**config.mk**
```make
export PLATFORM = sky130hd
export DESIGN_NAME = gf64_reduce_pipe
export DESIGN_NICKNAME = d
export VERILOG_FILES = /design/src/rtl/gf64_reduce_pipe.sv
export SDC_FILE = /design/constraint.sdc
export NUM_CORES = 1
export LEC_CHECK = 0
export BUFFER_PORTS_ARGS = -buffer_cell sky130_fd_sc_hd__buf_2
export CORE_UTILIZATION = 40
export DETAILED_ROUTE_END_ITERATION = 6
export PLACE_DENSITY = 0.62
export SLEW_MARGIN = 15
export SYNTH_ARGS = -nofsm -noshare
export SYNTH_HDL_FRONTEND = slang
export SYNTH_SLANG_ARGS = --single-unit
```
**constraint.sdc**
```tcl
create_clock -name clk -period 1.94 [get_ports clk]
set_input_delay 0.194 -clock clk [delete_from_list [all_inputs] [get_ports clk]]
set_output_delay 0.194 -clock clk [all_outputs]
set_load 0.05 [all_outputs]
```
**src/rtl/gf64_reduce_pipe.sv**
```systemverilog
// Two-stage GF(2^64) reduction of a 127-bit carry-less product modulo x^64 + POLY_LOW(x).
// Stage 1 folds bits 126:64 back into a 71-bit value; stage 2 folds the remaining 7 overflow bits.
module gf64_reduce_pipe #(
    parameter logic [63:0] POLY_LOW = 64'h1B,
    parameter int          TAG_W    = 4
) (
    input  logic               clk,
    input  logic               rst_n,
    input  logic               in_valid,
    output logic               in_ready,
    input  logic [126:0]       in_prod,
    input  logic [TAG_W-1:0]   in_tag,
    output logic               out_valid,
    input  logic               out_ready,
    output logic [63:0]        out_data,
    output logic [TAG_W-1:0]   out_tag
);

    // Handshake: a beat moves across a port on a rising edge where valid and ready are both
    // high; a producer holds valid and payload stable until that edge; ready never depends on
    // valid of the same port. Each stage advances when it is empty or its successor advances.

    logic               s1_valid;
    logic [70:0]        s1_t;
    logic [TAG_W-1:0]   s1_tag;
    logic               s2_valid;
    logic [63:0]        s2_d;
    logic [TAG_W-1:0]   s2_tag;
    logic               adv1;
    logic               adv2;
    logic [70:0]        fold1;
    logic [63:0]        fold2;

    // POLY_LOW has degree <= 8, so only its low nine coefficients take part.
    function automatic logic [70:0] clmul_hi(input logic [62:0] h);
        logic [70:0] acc;
        acc = '0;
        for (int j = 0; j < 9; j++) begin
            if (POLY_LOW[j]) acc = acc ^ ({8'b0, h} << j);
        end
        return acc;
    endfunction

    function automatic logic [63:0] clmul_ov(input logic [6:0] o);
        logic [63:0] acc;
        acc = '0;
        for (int j = 0; j < 9; j++) begin
            if (POLY_LOW[j]) acc = acc ^ ({57'b0, o} << j);
        end
        return acc;
    endfunction

    assign fold1 = {7'b0, in_prod[63:0]} ^ clmul_hi(in_prod[126:64]);
    assign fold2 = s1_t[63:0] ^ clmul_ov(s1_t[70:64]);

    assign adv2     = !s2_valid || out_ready;
    assign adv1     = !s1_valid || adv2;
    assign in_ready = adv1;

    always_ff @(posedge clk or negedge rst_n) begin
        if (!rst_n) begin
            s1_valid <= 1'b0;
            s1_t     <= '0;
            s1_tag   <= '0;
        end else if (adv1) begin
            s1_valid <= in_valid && in_ready;
            s1_t     <= fold1;
            s1_tag   <= in_tag;
        end
    end

    always_ff @(posedge clk or negedge rst_n) begin
        if (!rst_n) begin
            s2_valid <= 1'b0;
            s2_d     <= '0;
            s2_tag   <= '0;
        end else if (adv2) begin
            s2_valid <= s1_valid;
            s2_d     <= fold2;
            s2_tag   <= s1_tag;
        end
    end

    assign out_valid = s2_valid;
    assign out_data  = s2_d;
    assign out_tag   = s2_tag;

endmodule

```
== Word-level counts from Yosys, hierarchy flattened ==
Index checks and enable logic that the tools add are counted.
Word-level totals
  register bits: 145
  bits in latches: 0
  memory bits (writable): 0
  memory bits (read-only): 0
  bits of input ports: 135
  output and inout port bits: 70
  logic and storage cells: 19
  memories: 0
Operators by class
  $add $sub $neg: 0
  $mul: 0
  divide/modulo/power cells: 0
  magnitude comparators: 0
  equality and inequality tests: 0
  shifts and indexed selects: 0
  muxes and demuxes: 0
  bitwise operators: 8
  reduce and logical (&&, ||, !) cells: 5
Operators by type and width (number)
  64-bit by 67-bit bitwise XOR with 67-bit output: 1
  66-bit by 67-bit bitwise XOR with 67-bit output: 1
  64-bit by 66-bit bitwise XOR with 66-bit output: 1
  63-bit by 64-bit bitwise XOR with 64-bit output: 1
  64-bit by 11-bit bitwise XOR with 64-bit output: 1
  10-bit by 11-bit bitwise XOR with 11-bit output: 1
  8-bit by 10-bit bitwise XOR with 10-bit output: 1
  7-bit by 8-bit bitwise XOR with 8-bit output: 1
  1-bit logical NOT: 2
  1-bit logical OR: 2
  1-bit logical AND: 1

== Depth between registers and ports, before layout ==
  word-level depth: 4
  gate-level depth with buffers: 5
  mapped depth without buffers: 3

== Worst setup path after synthesis ==
Ideal clock, no wire load.
  path type: register to register
  from: register s2_valid (netlist: out_valid)
  to: register s1_t[0]
  library setup time: 0.164 ns
  data arrival time: 1.805 ns
  data required time: 1.776 ns
  slack: -0.029 ns
  cell stages (with the launch flop): 5
  path buffers: 2
  period minus slack after synthesis: 1.969 ns
  path through: dfrtp_1 -> nand3b_1 -> buf_2 -> buf_1 -> a21oi_1
Between the ends
  cells in the longest elaborated chain, start to end: 3
Ends and longest elaborated chain
  from (decl): RTL line 26  | logic s2_valid;
  from (signal assigned): RTL line 78  | s2_valid <= s1_valid;
  1-bit logical NOT: RTL line 56  | assign adv2 = !s2_valid || out_ready;
  1-bit logical OR: RTL line 56
  1-bit logical OR: RTL line 57  | assign adv1 = !s1_valid || adv2;
  via in_ready: RTL line 10  | output logic in_ready,
  to (signal assigned): RTL line 67  | s1_t <= fold1;
  to (decl): RTL line 24  | logic [70:0] s1_t;
The timed path passes the listed nets, and every way through them passes these cells.
A chain may end at the register's enable or synchronous reset.

== Final worst setup path ==
  from: register s2_valid (netlist: out_valid)
  to: output in_ready
Between the ends
  cells in the longest elaborated chain, start to end: 3
Ends and longest elaborated chain (RTL line)
  1-bit logical NOT: 56
  1-bit logical OR: 56
  1-bit logical OR: 57
  to (decl): 10
Every way passes these cells.

==> reports/results.ini <==
[floorplan]
rows = 49
die_y_um = 138
die_w_um = 138
core-area_mm2 = 0.0180
start_util_pct = 40.9
dieArea_mm2 = 0.0189
pin_count = 205

[cts]
ctsRootBufferMaster = clkbuf_16
cts_max_path_buffers = 2
cts_max_level = 4
clk_pin_slew_ps = 60
clock-sinks = 141
insertion_delay_ps = 410
cts_tree = yes
cts_buffers = 17

[pwr]
vdd_drop_max_mv = 0.741
p_per_area_mw_per_mm2 = 1250
leakagePower_nw = 4.66
p_total_mw = 11.7

[placement]
gp_congestion = 0.738
numPortBuffers = 204
place_hpwl_um = 11200

[flow_run]
cap_violations = 0

[yosys]
synth.avg_cell_area_um2 = 14.2
syn_inst = 519
synthXorXnorAreaFrac_pct = 30.5
yosys_warnings = 0
synth.distinct_cells = 18
synth.area.mux_share_pct = 13.9
synth_nets = 654
yosys_register_bits = 141
yosysSeqAreaShare_pct = 48.0
synth_simple_gate_area_share_pct = 2.81
synth-compound-area-share_pct = 3.27
synth_area_mm2 = 0.00735
synth_top_family_by_area = XOR/XNOR gates
synth_fa_ha_area_share_pct = 0

[layout]
n_fill_cell = 1575
diodes = 0
drive_gt1_share_pct = 44.4
layout_commonest_cell = buf_2
nets = 869
areaGrowthSynthToFinish_pct = 26.9
mostFrequentLayoutCells = buf_2 (202), dfrtp_1 (141), mux2_2 (83)

[global_route]
grt_max_degree = 61
grt-ovfl-total = 0
use_met2_pct = 29.1
grt_busiest_layer = met2
grt_pass1_vias = 4782
grt_pass1_wl_um = 23800
met1_usage_pct = 19.8
antenna_found_initial = 0
grt_use_met3_pct = 4.64
track_usage_pct = 16.7

[critical_path]
crit_required_ps = 1750
end_kind = output pin
cp_data_arrival_time_ps = 1580
path_max_fanout = 29
critPathSlowestCell = dfrtp_1
worstPathCellList = nand3b_1 -> clkbuf_16 -> clkbuf_4
critPathKind = reg -> out
slowest_delay_ps = 410
cp-start-kind = flop

[timing]
setup_viol = 0
fin_hold_ws_ps = 31.0
clock_skew_ps = 7.45
maxSlewHeadroom_pct = 75.8
drv_slew = 0
finalCritPeriodShare_pct = 91.6
finalSetupTns_ps = 0
rsz0062_at_grt = false
period_needed_ps = 1780
tightest_slew_ps = 364
finalHoldViolCount = 0
fmax_ghz = 0.563

[worst_hold_path]
hold_class = in -> reg

[detailed_routing]
drc = 0
firstDrtPassIters = 4
drt-wirelength-per-cell_um = 15.6
via_per_inst = 4.70
routed_wl_um = 15200
num_vias = 4584
drt_iter0_drc = 138
detail-route-antenna-nets = 0

[status]
status = complete, no violations

[synthesized netlist by cell type, drive strengths merged]
cell type | instances | area [µm²]
dfrtp | 141 | 3530
mux2 | 84 | 950
xor2 | 66 | 601
xnor3 | 55 | 1240
a21oi | 48 | 240
nor2 | 48 | 180
xnor2 | 35 | 307
buf | 13 | 62.6
clkbuf | 7 | 26.3
inv | 7 | 26.3
mux2i | 7 | 70.1
xor3 | 4 | 95.1
nand2b | 3 | 18.8
nand3b | 1 | 7.51
[metal layers]
| metal | vias up | routed length, µm |
|---|---|---|
| met5 | - | 0 |
| met4 | 0 | 110 |
| met3 | 8 | 734 |
| met2 | 114 | 8060 |
| met1 | 2253 | 6300 |
| li1 | 2209 | - |
[sequential cells by signal, summed over array words and instances (netlist names)]
register	count
out_valid	1
s1_valid	1
s1_tag	4
out_data	64
s1_t	67
out_tag	4
[worst max-delay path: cells and delay by family, from the launching register on]
kind	cells	cell delay, ps
DFF	1	410
and+or+nand+nor	1	220
buffers and inverters	2	540
[metrics by stage]
stage | worst slack (ps) | cells | instance area [µm²] | utilization, %
final | 163 | 976 | 9330 | 51.9
after global routing | 61.2 | 976 | 9330 | 51.9
after CTS | 35.4 | 972 | 9290 | 51.7
after detailed placement | 483 | 938 | 8690 | 48.4
after global placement | 490 | 938 | 8690 | 48.4
after floorplan | 308 | 519 | 7350 | -
[path summary, 6_finish.rpt]
check / cells after the start / from / slack [ps] / endpoint
max in group asynchronous: 3 / rst_n / 1070 / s1_t[28]
min in group asynchronous: 2 / rst_n / 250 / s1_t[1]
worst max-delay path: 3 / out_valid / 160 / in_ready
worst max register to register: 3 / out_valid / 510 / s1_t[14]
worst min-delay path: 2 / in_tag[2] / 30 / s1_tag[2]
worst min register to register: 1 / s1_valid / 460 / out_valid
[cell type report]
type / instances / area (µm²) / area share, %
Clock buffer: 18 / 429 / 4.60
Timing Repair Buffer: 216 / 1200 / 12.9
Inverter: 7 / 26.3 / 0.282
Tap cell: 229 / 287 / 3.07
Sequential cell: 141 / 3530 / 37.8
Clock inverter: 14 / 144 / 1.54
Multi-Input combinational cell: 351 / 3720 / 39.8
[cells by family (layout without fill, tap and decap cells)]
family | after synthesis | after routing
AND/OR/NAND/NOR | 52 | 52
buffers and inverters | 27 | 255
AO/OA/AOI/OAI | 48 | 48
multiplexers | 91 | 91
flip-flops | 141 | 141
XOR/XNOR | 160 | 160
[repair_timing]
item / CTS / global route
hold endpoints to repair: 35 / 2
gates resized for setup: 0 / 2
hold buffers: 2 / 2
endpoints found under the setup margin: 0 / 1
setup buffers: 0 / 1
[where the power goes]
part / internal [mW] / switching (mW)
Combinational: 1.55 / 2.76
Sequential: 3.80 / 0.443
Clock: 1.89 / 1.27
Total: 7.24 / 4.47
No activity file was read; power rests on OpenSTA's default activity.
